### config.mk
export PLATFORM = sky130hd
export DESIGN_NAME = wall_collision_detector
export DESIGN_NICKNAME = d
export VERILOG_FILES = /design/src/rtl/wall_collision_detector.sv
export SDC_FILE = /design/constraint.sdc
export NUM_CORES = 1
export LEC_CHECK = 0
export ABC_CLOCK_PERIOD_IN_PS = 8180
export CORE_MARGIN = 5
export CORE_UTILIZATION = 36
export DETAILED_ROUTE_END_ITERATION = 10
export MAX_ROUTING_LAYER = met4
export SLEW_MARGIN = 40
export SYNTH_ARGS = -nofsm -noshare
export SYNTH_HDL_FRONTEND = slang
export SYNTH_SLANG_ARGS = --single-unit
### constraint.sdc
create_clock -name clk_in -period 8.18 [get_ports clk_in]
set_input_delay 1.636 -clock clk_in [delete_from_list [all_inputs] [get_ports clk_in]]
set_output_delay 1.636 -clock clk_in [all_outputs]
set_load 0.01 [all_outputs]
### src/rtl/wall_collision_detector.sv
// Per-frame cushion/corner collision initiator that drives the reflection responder and sequences up to two reflections.
// Define CORNER_CHAMFER_EN to enable chamfered-corner detection (wall codes 4, 6, 8, 10).
module wall_collision_detector #(
    parameter int unsigned TABLE_LEFT   = 40,
    parameter int unsigned TABLE_RIGHT  = 600,
    parameter int unsigned TABLE_TOP    = 40,
    parameter int unsigned TABLE_BOTTOM = 440,
    parameter int unsigned BALL_RADIUS  = 8,
    parameter int unsigned CORNER_CUT   = 24
) (
    input  logic        clk_in,
    input  logic        rst_n_in,
    input  logic        frame_valid_in,
    input  logic [10:0] ball_x_in,
    input  logic [9:0]  ball_y_in,
    input  logic [15:0] ball_direction_in,
    input  logic [15:0] helper_result_in,
    output logic [15:0] helper_direction_out,
    output logic [3:0]  wall_direction_out,
    output logic        wall_valid_out,
    output logic [15:0] direction_out,
    output logic        direction_valid_out,
    output logic        busy_out,
    output logic [7:0]  collision_count_out
);

    typedef enum logic [2:0] {
        S_IDLE,
        S_CHECK,
        S_REQ1,
        S_REQ2,
        S_DONE
    } state_t;

    localparam logic [16:0] LEFT_W   = 17'(TABLE_LEFT);
    localparam logic [16:0] RIGHT_W  = 17'(TABLE_RIGHT);
    localparam logic [16:0] TOP_W    = 17'(TABLE_TOP);
    localparam logic [16:0] BOTTOM_W = 17'(TABLE_BOTTOM);
    localparam logic [16:0] R_W      = 17'(BALL_RADIUS);
`ifdef CORNER_CHAMFER_EN
    localparam logic [16:0] CUT_W    = 17'(CORNER_CUT);
`endif

    state_t      state_q, state_d;
    logic [10:0] x_q, x_d;
    logic [9:0]  y_q, y_d;
    logic [15:0] dir_q, dir_d;
    logic        second_q, second_d;
    logic [3:0]  ycode_q, ycode_d;
    logic [15:0] helper_dir_q, helper_dir_d;
    logic [3:0]  wall_code_q, wall_code_d;
    logic [15:0] dir_out_q, dir_out_d;
    logic [7:0]  count_q, count_d;

    logic [16:0] x17, y17, d17;
    logic        hit_right, hit_left, hit_bottom, hit_top;
    logic        x_hit, y_hit;
    logic [3:0]  x_code, y_code;
    logic [15:0] result_red;
    logic [7:0]  count_inc;

    // Contact and approach tests on the latched frame; everything is 17-bit unsigned.
    always_comb begin
        x17 = {6'b0, x_q};
        y17 = {7'b0, y_q};
        d17 = {1'b0, dir_q};

        hit_right  = (x17 + R_W >= RIGHT_W)  && (d17 < 17'd90 || d17 > 17'd270);
        hit_left   = (x17 <= LEFT_W + R_W)   && (d17 > 17'd90 && d17 < 17'd270);
        hit_bottom = (y17 + R_W >= BOTTOM_W) && (d17 > 17'd0 && d17 < 17'd180);
        hit_top    = (y17 <= TOP_W + R_W)    && (d17 > 17'd180 && d17 < 17'd360);

        x_hit  = hit_right || hit_left;
        x_code = hit_right ? 4'd0 : 4'd2;
        y_hit  = hit_bottom || hit_top;
        y_code = hit_bottom ? 4'd1 : 4'd3;
    end

`ifdef CORNER_CHAMFER_EN
    logic       corner_contact, corner_approach;
    logic [3:0] corner_code;

    // Manhattan distance to each corner, rearranged so no term can go negative.
    always_comb begin
        corner_contact  = 1'b1;
        corner_approach = 1'b0;
        corner_code     = 4'd0;
        if (x17 + y17 + CUT_W + R_W >= RIGHT_W + BOTTOM_W) begin
            corner_code     = 4'd4;
            corner_approach = (d17 < 17'd135) || (d17 > 17'd315);
        end else if (y17 + RIGHT_W <= x17 + TOP_W + CUT_W + R_W) begin
            corner_code     = 4'd6;
            corner_approach = (d17 < 17'd45) || (d17 > 17'd225);
        end else if (x17 + y17 <= LEFT_W + TOP_W + CUT_W + R_W) begin
            corner_code     = 4'd8;
            corner_approach = (d17 > 17'd135) && (d17 < 17'd315);
        end else if (x17 + BOTTOM_W <= y17 + LEFT_W + CUT_W + R_W) begin
            corner_code     = 4'd10;
            corner_approach = (d17 > 17'd45) && (d17 < 17'd225);
        end else begin
            corner_contact  = 1'b0;
        end
    end
`endif

    assign result_red = (helper_result_in >= 16'd360) ? helper_result_in - 16'd360
                                                      : helper_result_in;
    assign count_inc  = (count_q == 8'hFF) ? count_q : count_q + 8'd1;

    // NOTE: every variable gets its default first so no path can leave one unassigned and infer a latch.
    always_comb begin
        state_d      = state_q;
        x_d          = x_q;
        y_d          = y_q;
        dir_d        = dir_q;
        second_d     = second_q;
        ycode_d      = ycode_q;
        helper_dir_d = helper_dir_q;
        wall_code_d  = wall_code_q;
        dir_out_d    = dir_out_q;
        count_d      = count_q;

        unique case (state_q)
            S_IDLE: begin
                if (frame_valid_in) begin
                    x_d     = ball_x_in;
                    y_d     = ball_y_in;
                    dir_d   = ball_direction_in;
                    state_d = S_CHECK;
                end
            end
            S_CHECK: begin
                second_d     = 1'b0;
                helper_dir_d = dir_q;
                state_d      = S_REQ1;
`ifdef CORNER_CHAMFER_EN
                if (corner_contact) begin
                    if (corner_approach) begin
                        wall_code_d = corner_code;
                    end else begin
                        helper_dir_d = helper_dir_q;
                        dir_out_d    = dir_q;
                        state_d      = S_DONE;
                    end
                end else
`endif
                if (x_hit) begin
                    wall_code_d = x_code;
                    second_d    = y_hit;
                    ycode_d     = y_code;
                end else if (y_hit) begin
                    wall_code_d = y_code;
                end else begin
                    helper_dir_d = helper_dir_q;
                    dir_out_d    = dir_q;
                    state_d      = S_DONE;
                end
            end
            S_REQ1: begin
                count_d = count_inc;
                dir_d   = result_red;
                if (second_q) begin
                    wall_code_d  = ycode_q;
                    helper_dir_d = result_red;
                    state_d      = S_REQ2;
                end else begin
                    dir_out_d = result_red;
                    state_d   = S_DONE;
                end
            end
            S_REQ2: begin
                count_d   = count_inc;
                dir_d     = result_red;
                dir_out_d = result_red;
                state_d   = S_DONE;
            end
            S_DONE: begin
                state_d = S_IDLE;
            end
            default: begin
                state_d = S_IDLE;
            end
        endcase
    end

    // NOTE: every register, including the latched frame, is cleared by reset so a dropped frame leaves nothing behind.
    always_ff @(posedge clk_in or negedge rst_n_in) begin
        if (!rst_n_in) begin
            state_q      <= S_IDLE;
            x_q          <= '0;
            y_q          <= '0;
            dir_q        <= '0;
            second_q     <= 1'b0;
            ycode_q      <= '0;
            helper_dir_q <= '0;
            wall_code_q  <= '0;
            dir_out_q    <= '0;
            count_q      <= '0;
        end else begin
            state_q      <= state_d;
            x_q          <= x_d;
            y_q          <= y_d;
            dir_q        <= dir_d;
            second_q     <= second_d;
            ycode_q      <= ycode_d;
            helper_dir_q <= helper_dir_d;
            wall_code_q  <= wall_code_d;
            dir_out_q    <= dir_out_d;
            count_q      <= count_d;
        end
    end

    assign helper_direction_out = helper_dir_q;
    assign wall_direction_out   = wall_code_q;
    assign wall_valid_out       = (state_q == S_REQ1) || (state_q == S_REQ2);
    assign direction_out        = dir_out_q;
    assign direction_valid_out  = (state_q == S_DONE);
    assign busy_out             = (state_q != S_IDLE);
    assign collision_count_out  = count_q;

endmodule
==> flow_metrics.py, run 1 <==
metrics = {
    "clock_tree": {
        "cts_buffers": 9,
        "cts_setup_buffers": 0,
        "cts_max_path_buffers": 2,
        "htree_levels": 3,
        "cts.sinks": 85,
        "path_clk_slew_ps": 60,
        "clk_latency_ps": 330,
        "cts_resized": 0,
        "root_buffer": "clkbuf_16",
        "cts_tree": "yes",
        "holdBufCountCts": 0,
    },
    "finish": {
        "final_cell_mix": "clkdlybuf4s50_1 (99), dfrtp_1 (85), nand2_1 (63)",
        "fillCellCount": 1210,
        "multi_input_area_um2": 2320,
        "layout_commonest_cell": "clkdlybuf4s50_1",
        "drive_gt1_share_pct": 14.4,
        "syn_to_final_growth_pct": 30.8,
        "nets": 615,
        "seqCellArea_um2": 2130,
        "antennaDiodeCount": 0,
        "postLayoutCoreUtil_pct": 48.2,
    },
    "synthesis": {
        "synth_edf_count": 0,
        "synth-simple-area-share_pct": 14.7,
        "ys_ff_latch": 85,
        "ys_seq_area_share_pct": 45.8,
        "synthAdderAreaFrac_pct": 1.88,
        "yosysWarnings": 0,
        "synth.avg_cell_area_um2": 10.1,
        "synth_compound_area_share_pct": 15.6,
        "netlist_instances": 461,
        "async_reset_ff_share_pct": 100,
        "synth-main-ff-cell": "dfrtp_1",
        "synthDistinctLibCells": 54,
        "synthXorXnorAreaFrac_pct": 3.20,
        "synth_mux_area_share_pct": 14.2,
        "synth_area_um2": 4650,
        "synth_top_family_by_area": "compound AO/OA/AOI/OAI gates",
    },
    "place": {
        "routabilityCongestion": 0.849,
        "hpwlAfterDp_um": 9140,
        "port_buffers": 100,
    },
    "setup_path": {
        "cp.required_ps": 8400,
        "critPathCaptureType": "flip-flop",
        "path_max_fanout": 7,
        "crit_type": "input pin to flip-flop",
        "ff2ff_path_depth": 9,
        "cp_data_arrival_time_ps": 4180,
        "worst_setup_path_start_kind": "input pin",
    },
    "timing": {
        "tns_ps": 0,
        "min_period_ps": 3960,
        "tightest_slew_ps": 746,
        "slew_viol_final": 0,
        "setup-violations-final": 0,
        "fin_worst_skew_ps": 7.18,
        "relSlewSlack_pct": 50.2,
        "hold_violations": 0,
        "finalCritPeriodShare_pct": 48.4,
        "rsz0062_at_grt": "false",
        "max_freq_mhz": 252,
    },
    "floorplanning": {
        "die_y_um": 124,
        "ioPinCount": 103,
        "die_w_um": 124,
        "coreArea_um2": 12600,
        "rows": 41,
        "dieArea_um2": 15300,
        "start_util_pct": 36.8,
    },
    "grt": {
        "antenna_found_initial": 0,
        "grt_pass1_vias": 3846,
        "grt_use_total_pct": 17.1,
        "gr-total-overflow": 0,
        "grt_pass1_wl_um": 20000,
        "grt_max_degree": 46,
    },
    "routing": {
        "vias": 3839,
        "drc": 0,
        "wire_per_inst_um": 17.0,
        "drt-pass1-iter-count": 5,
        "drt_iter0_drc": 272,
        "ant_nets": 0,
        "viasPerCell": 5.27,
        "routed_wl_um": 12400,
    },
    "worst_hold_path": {
        "hold_path_depth": 1,
        "min_path_type": "flip-flop to flip-flop",
    },
    "power": {
        "p_leak_nw": 2.57,
        "power_density_nw_per_um2": 390,
        "peakVddDrop_mv": 0.176,
    },
    "status": {
        "status": "completed",
    },
    "run": {
        "drv_cap": 0,
    },
}
## synth_stat cells, types with 2 or more instances
cell | number | share of area, %
nand3b_1 | 2 | 0.32
o211a_1 | 2 | 0.43
o21ai_0 | 40 | 4.3
a21oi_1 | 20 | 2.2
or4_1 | 2 | 0.32
or3_1 | 3 | 0.40
nand3_1 | 9 | 0.97
nor2_1 | 26 | 2.1
a21boi_0 | 5 | 0.81
mux2_4 | 11 | 3.6
inv_1 | 21 | 1.7
a41oi_1 | 2 | 0.38
a22oi_1 | 6 | 0.97
buf_4 | 2 | 0.32
mux2i_1 | 9 | 1.9
clkbuf_1 | 16 | 1.3
a211oi_1 | 3 | 0.48
buf_6 | 3 | 0.73
a31oi_1 | 4 | 0.54
mux2_2 | 36 | 8.7
buf_1 | 2 | 0.16
nand2_1 | 63 | 5.1
and4b_1 | 2 | 0.43
xor2_1 | 6 | 1.1
o21ai_1 | 3 | 0.32
nor4_1 | 4 | 0.54
o211ai_1 | 4 | 0.65
nand4_1 | 3 | 0.40
nor3_1 | 12 | 1.3
a221o_1 | 7 | 1.5
buf_2 | 3 | 0.32
ha_1 | 7 | 1.9
nand2b_1 | 6 | 0.81
nor4_2 | 3 | 0.81
dfrtp_1 | 85 | 46
xnor2_1 | 11 | 2.1
## area by class of cell
cell class              count  area share [%]
inverters                  21            1.30
well taps                 172            3.54
repair buffers            105            17.0
clock inverters             7            1.21
clock buffers               9            3.71
flip-flops and latches     85            35.0
multi-input cells         330            38.2
## power by group
part / leakage [nW] / switching (mW) / internal, mW
sequential: 1.03 / 0.223 / 0.622
clock: 0.146 / 0.170 / 0.238
combinational: 1.39 / 0.523 / 0.596
total: 2.57 / 0.916 / 1.46
## critical path, stage by stage
cell             delay [ps]
clkdlybuf4s50_1         470
or4_1                   640
nor4_2                  490
nand2_1                 240
xnor2_1                 300
o21ai_0                 130
mux2_2                  270
## final timing paths
| kind | startpoint | endpoint | slack [ps] |
|---|---|---|---|
| setup / recovery | helper_result_in[12] | helper_direction_out[3] | 4220 |
| hold / removal | ycode_q[0] | ycode_q[0] | 480 |
| setup reg to reg | y_q[4] | direction_out[3] | 5310 |
| hold reg to reg | ycode_q[0] | ycode_q[0] | 480 |
| max in group asynchronous | rst_n_in | direction_out[5] | 5900 |
| min in group asynchronous | rst_n_in | y_q[3] | 1280 |
## cells by family (layout without fill, tap and decap cells)
logic type      count (synthesis)  after routing
compound gates                107            107
other cells                     1              2
mux                            56             56
simple gates                  141            141
buf+inv                        47            142
fa+ha+maj                       7              7
flops                          85             85
xor+xnor                       17             17
## metal layers
layer / GRT usage, % / routed length, um
met1: 23.8 / 5630
met4: 4.98 / 164
met5: - / 0
met3: 3.77 / 868
met2: 25.3 / 5730
## sequential cells by signal (all words and copies together) (netlist names)
signal,cells
ycode_q,2
collision_count_out,8
state_q,3
wall_direction_out,2
x_q,11
dir_q,16
helper_direction_out,16
y_q,10
second_q,1
direction_out,16
## metrics by stage
stage	setup WS, ps	cell area (um^2)	std cells	total power, mW	hold WS [ps]
after global placement	4000	5770	713	1.94	454
final	4220	6080	729	2.37	478
after detailed placement	3920	5780	713	1.97	463
after global routing	4090	6080	729	2.55	490
after CTS	4250	6080	729	2.40	479
after floorplan	4730	4650	462	1.54	435
Note: power is estimated with default switching activity, not from simulation.
==> run 2: changes to the inputs <==
--- a/config.mk
+++ b/config.mk
@@ -5,7 +5,7 @@
 export SDC_FILE = /design/constraint.sdc
 export NUM_CORES = 1
 export LEC_CHECK = 0
-export ABC_CLOCK_PERIOD_IN_PS = 8180
+export ABC_CLOCK_PERIOD_IN_PS = 4150
 export CORE_MARGIN = 5
 export CORE_UTILIZATION = 36
 export DETAILED_ROUTE_END_ITERATION = 10
==> constraint.sdc (replaced) <==
create_clock -name clk_in -period 4.15 [get_ports clk_in]
set_input_delay 0.83 -clock clk_in [delete_from_list [all_inputs] [get_ports clk_in]]
set_output_delay 0.83 -clock clk_in [all_outputs]
set_load 0.01 [all_outputs]
==> flow_metrics.py, run 2 (same netlist as run 1, synthesis figures left out) <==
metrics = {
    "status": {
        "status": "completed",
    },
    "clock_tree": {
        "path_clk_slew_ps": 70,
        "cts_tree": "yes",
        "cts_buffers": 9,
        "cts.sinks": 85,
        "htree_levels": 3,
        "root_buffer": "clkbuf_16",
        "cts_setup_buffers": 0,
        "holdBufCountCts": 0,
        "clk_latency_ps": 350,
        "cts_resized": 0,
        "cts_max_path_buffers": 2,
    },
    "setup_path": {
        "path_cells": "clkdlybuf4s50_1 -> or4_1 -> nor4_2 -> nand2_1 -> xnor2_1 -> o21ai_0 -> mux2_2",
        "cp.required_ps": 4390,
        "r2r_end": "direction_out[1]",
        "cp-startpoint": "helper_result_in[12]",
        "crit_type": "input pin to flip-flop",
        "critPathCaptureType": "flip-flop",
        "worst_setup_path_start_kind": "input pin",
        "r2r_slack_ps": 1270,
        "critPathMaxStageDelay_ps": 610,
        "cp_data_arrival_time_ps": 3260,
        "path_max_fanout": 7,
        "slowest_stage": "or4_1",
        "critPathBufInv": 1,
        "cpLargestDelayFamily": "simple AND/OR/NAND/NOR gates",
        "r2r_start": "y_q[4]",
        "ff2ff_path_depth": 9,
    },
    "place": {
        "hpwlAfterDp_um": 8950,
        "routabilityCongestion": 0.849,
        "pre_cts_ws_ps": 785,
        "dpl_cell_area_um2": 5790,
        "port_buffers": 100,
    },
    "worst_hold_path": {
        "hold_path_depth": 1,
        "hp-start": "ycode_q[0]",
        "whs_endpoint": "ycode_q[0]",
        "min_path_type": "flip-flop to flip-flop",
    },
    "finish": {
        "layout_commonest_cell": "clkdlybuf4s50_1",
        "antennaDiodeCount": 0,
        "drive_gt1_share_pct": 14.3,
        "nets": 616,
        "final_cell_mix": "clkdlybuf4s50_1 (99), dfrtp_1 (85), nand2_1 (63)",
        "fin_area_um2": 6110,
        "fillCellCount": 1195,
        "syn_to_final_growth_pct": 31.4,
        "postLayoutCoreUtil_pct": 48.4,
    },
    "power": {
        "swShare_pct": 38.1,
        "pwr-share-seq_pct": 34.9,
        "combPwrFrac_pct": 46.9,
        "power.switching_mw": 1.81,
        "p_leak_nw": 2.58,
        "power_density_nw_per_um2": 777,
        "p_int_mw": 2.94,
        "clkPwrFrac_pct": 18.2,
        "peakVddDrop_mv": 0.314,
    },
    "routing": {
        "ant_nets": 0,
        "drt-pass1-iter-count": 5,
        "routed_wl_um": 12300,
        "wire_per_inst_um": 16.9,
        "drt_iter0_drc": 203,
        "vias": 3775,
        "drc": 0,
        "viasPerCell": 5.17,
    },
    "floorplanning": {
        "start_util_pct": 36.8,
        "die_y_um": 124,
        "coreArea_um2": 12600,
        "dieArea_um2": 15300,
        "die_w_um": 124,
        "rows": 41,
        "ioPinCount": 103,
    },
    "grt": {
        "met1_usage_pct": 23.3,
        "grt_util_met3_pct": 4.41,
        "grt_pass1_vias": 3798,
        "grt_pass1_wl_um": 19800,
        "grt_use_total_pct": 17.3,
        "grt_max_degree": 86,
        "grtUsageMet2_pct": 24.5,
        "gr-total-overflow": 0,
        "grt-busiest-layer": "met2",
        "antenna_found_initial": 0,
    },
    "timing": {
        "max_freq_mhz": 331,
        "hold_violations": 0,
        "relSlewSlack_pct": 54.1,
        "slew_viol_final": 0,
        "tightest_slew_ps": 688,
        "finalCritPeriodShare_pct": 72.8,
        "min_period_ps": 3020,
        "rsz0062_at_grt": "false",
        "setup-violations-final": 0,
        "hold_ws_ps": 472,
        "tns_ps": 0,
        "fin_ws_ps": 1130,
        "fin_worst_skew_ps": 7.64,
    },
    "run": {
        "drv_cap": 0,
    },
}
==> run 2: worst max-delay path by stage <==
stage	to	slack (ps)	depth (start not counted)
final	helper_direction_out[3]	1130	7
after global routing	helper_direction_out[4]	870	7
after CTS	helper_direction_out[3]	1150	7
after detailed placement	helper_direction_out[4]	780	7
after global placement	helper_direction_out[3]	800	7
after floorplan	helper_direction_out[3]	1510	6
==> run 2: metrics by stage <==
stage / total power [mW] / instances
after floorplan: 3.03 / 462
after global placement: 3.84 / 714
final: 4.75 / 730
after detailed placement: 3.90 / 714
after global routing: 5.10 / 730
after CTS: 4.78 / 730
==> run 2: per-layer routing <==
layer / up-vias / share of wire, %
met3: 17 / 6.7
li1: 1825 / -
met2: 108 / 44
met4: 0 / 2.3
met1: 1825 / 47
met5: - / 0
==> run 2: cell type report <==
cell class / instances / area (um^2) / area share (%)
well taps: 172 / 215 / 3.52
clock buffers: 9 / 225 / 3.69
inverters: 21 / 78.8 / 1.29
repair buffers: 106 / 1050 / 17.2
clock inverters: 7 / 90.1 / 1.48
flip-flops and latches: 85 / 2130 / 34.8
multi-input cells: 330 / 2320 / 38.0
==> run 2: power by group through the flow <==
stage | Clock, mW | Combinational (mW) | Sequential, mW
global route | 0.919 | 2.46 | 1.72
CTS | 0.882 | 2.25 | 1.65
floorplan | 0 | 1.47 | 1.56
detailed placement | 0 | 2.24 | 1.66
finish | 0.865 | 2.23 | 1.65
global placement | 0 | 2.20 | 1.65
==> run 3: changes to the inputs <==
--- a/config.mk
+++ b/config.mk
@@ -5,7 +5,7 @@
 export SDC_FILE = /design/constraint.sdc
 export NUM_CORES = 1
 export LEC_CHECK = 0
-export ABC_CLOCK_PERIOD_IN_PS = 4150
+export ABC_CLOCK_PERIOD_IN_PS = 2890
 export CORE_MARGIN = 5
 export CORE_UTILIZATION = 36
 export DETAILED_ROUTE_END_ITERATION = 10
==> constraint.sdc (replaced) <==
create_clock -name clk_in -period 2.89 [get_ports clk_in]
set_input_delay 0.578 -clock clk_in [delete_from_list [all_inputs] [get_ports clk_in]]
set_output_delay 0.578 -clock clk_in [all_outputs]
set_load 0.01 [all_outputs]
==> flow_metrics.py, run 3 (same netlist as run 1, synthesis figures left out) <==
metrics = {
    "status": {
        "status": "completed",
    },
    "place": {
        "routabilityCongestion": 0.879,
        "port_buffers": 100,
        "hpwlAfterDp_um": 9260,
        "dpl_cell_area_um2": 5900,
    },
    "power": {
        "pwr-share-seq_pct": 34.3,
        "power_density_nw_per_um2": 1100,
        "p_leak_nw": 2.65,
        "p_int_mw": 4.27,
        "combPwrFrac_pct": 48.1,
        "swShare_pct": 37.8,
        "peakVddDrop_mv": 0.488,
        "clkPwrFrac_pct": 17.6,
        "power.switching_mw": 2.60,
    },
    "finish": {
        "final_cell_mix": "clkdlybuf4s50_1 (99), dfrtp_1 (85), nand2_1 (63)",
        "nets": 627,
        "antennaDiodeCount": 0,
        "syn_to_final_growth_pct": 34.2,
        "fillCellCount": 1182,
        "drive_gt1_share_pct": 16.0,
        "layout_commonest_cell": "clkdlybuf4s50_1",
        "fin_area_um2": 6240,
    },
    "clock_tree": {
        "root_buffer": "clkbuf_16",
        "cts.sinks": 85,
        "cts_max_path_buffers": 2,
        "path_clk_slew_ps": 60,
        "cts_tree": "yes",
        "clk_latency_ps": 340,
        "cts_buffers": 9,
        "holdBufCountCts": 0,
        "htree_levels": 3,
    },
    "routing": {
        "ant_nets": 0,
        "viasPerCell": 5.14,
        "drt-pass1-iter-count": 4,
        "routed_wl_um": 12600,
        "wire_per_inst_um": 17.1,
        "drc": 0,
        "vias": 3812,
        "drt_iter0_drc": 252,
    },
    "floorplanning": {
        "dieArea_um2": 15300,
        "die_y_um": 124,
        "start_util_pct": 36.8,
        "die_w_um": 124,
        "ioPinCount": 103,
        "rows": 41,
        "coreArea_um2": 12600,
    },
    "setup_path": {
        "path_max_fanout": 17,
        "cp_data_arrival_time_ps": 2960,
        "r2r_slack_ps": 160,
        "critPathCaptureType": "flip-flop",
        "r2r_end": "direction_out[9]",
        "ff2ff_path_depth": 9,
        "crit_type": "flip-flop to flip-flop",
        "r2r_start": "x_q[4]",
        "worst_setup_path_start_kind": "flip-flop",
        "cp.required_ps": 3120,
        "cp-startpoint": "x_q[4]",
    },
    "timing": {
        "rsz0062_at_grt": "false",
        "fin_worst_skew_ps": 5.40,
        "min_period_ps": 2730,
        "max_freq_mhz": 366,
        "finalCritPeriodShare_pct": 94.6,
        "slew_viol_final": 0,
        "tns_ps": 0,
        "setup-violations-final": 0,
        "hold_violations": 0,
        "tightest_slew_ps": 706,
        "relSlewSlack_pct": 52.9,
    },
    "grt": {
        "grt_pass1_wl_um": 20000,
        "grt_pass1_vias": 3837,
        "antenna_found_initial": 0,
        "grt_max_degree": 55,
        "grt_use_total_pct": 17.6,
        "gr-total-overflow": 0,
    },
    "worst_hold_path": {
        "min_path_type": "input pin to asynchronous set/reset pin",
    },
    "run": {
        "drv_cap": 0,
    },
}
## run 3: cell types whose count changed in the layout (fill, tap and decap cells not counted), moves of 2 or more
cell | before | now
buf_4 | 6 | 14
buf_12 | 0 | 4
clkbuf_8 | 1 | 3
clkinv_2 | 3 | 1
## run 3: worst max-delay path, stage by stage (launching register included)
cell      delay [ps]
dfrtp_1          440
ha_1             250
a311oi_1         300
a31oi_1           70
o21ai_0          220
a32o_2           240
o31ai_4          110
o41ai_4          410
buf_12           210
mux2_2           350
## run 3: area by class of cell
cell class | count | area (um^2) | share of cell area, %
multi-input cells | 330 | 2330 | 37.3
flip-flops and latches | 85 | 2130 | 34.1
repair buffers | 117 | 1180 | 18.9
clock buffers | 13 | 270 | 4.33
well taps | 172 | 215 | 3.45
inverters | 21 | 78.8 | 1.26
clock inverters | 3 | 42.5 | 0.682
## run 3: per-stage QoR
step                      total power, mW  setup WS, ps  cells  util [%]  hold slack [ps]
after floorplan                      4.35           293    462         -              282
after global placement               5.59         -39.3    724      46.7              452
after detailed placement             5.66         -54.5    724      46.7              453
after CTS                            6.91           132    740      49.2              318
after global routing                 7.36          24.8    741      49.4              175
final                                6.86           157    741      49.4              148
## run 3: what timing repair did
action	CTS	global route
endpoints found under the setup margin	0	18
setup buffers	0	0
gates resized for setup	0	1
hold endpoints to repair	0	0
## run 3: power groups by stage
stage / registers (mW) / clock network, mW / logic (mW)
2_1_floorplan: 2.24 / 0 / 2.11
3_3_place_gp: 2.34 / 0 / 3.24
3_5_place_dp: 2.36 / 0 / 3.30
4_1_cts: 2.35 / 1.24 / 3.31
5_1_grt: 2.46 / 1.29 / 3.61
6_report: 2.36 / 1.21 / 3.30
## run 3: worst max-delay path by stage
stage                                     endpoint  slack [ps]  depth (start not counted)
after CTS                         direction_out[0]         130                          9
after global placement    helper_direction_out[10]         -40                          8
final                             direction_out[9]         160                          9
after detailed placement  helper_direction_out[10]         -50                          8
after floorplan                  direction_out[14]         290                          9
after global routing              direction_out[2]          20                          9
## run 3: per-layer routing
layer / global-route usage [%] / up-vias / wire (um)
li1: - / 1855 / -
met1: 23.9 / 1821 / 5870
met2: 25.5 / 115 / 5760
met3: 4.04 / 21 / 736
met4: 7.13 / 0 / 272
met5: - / - / 0
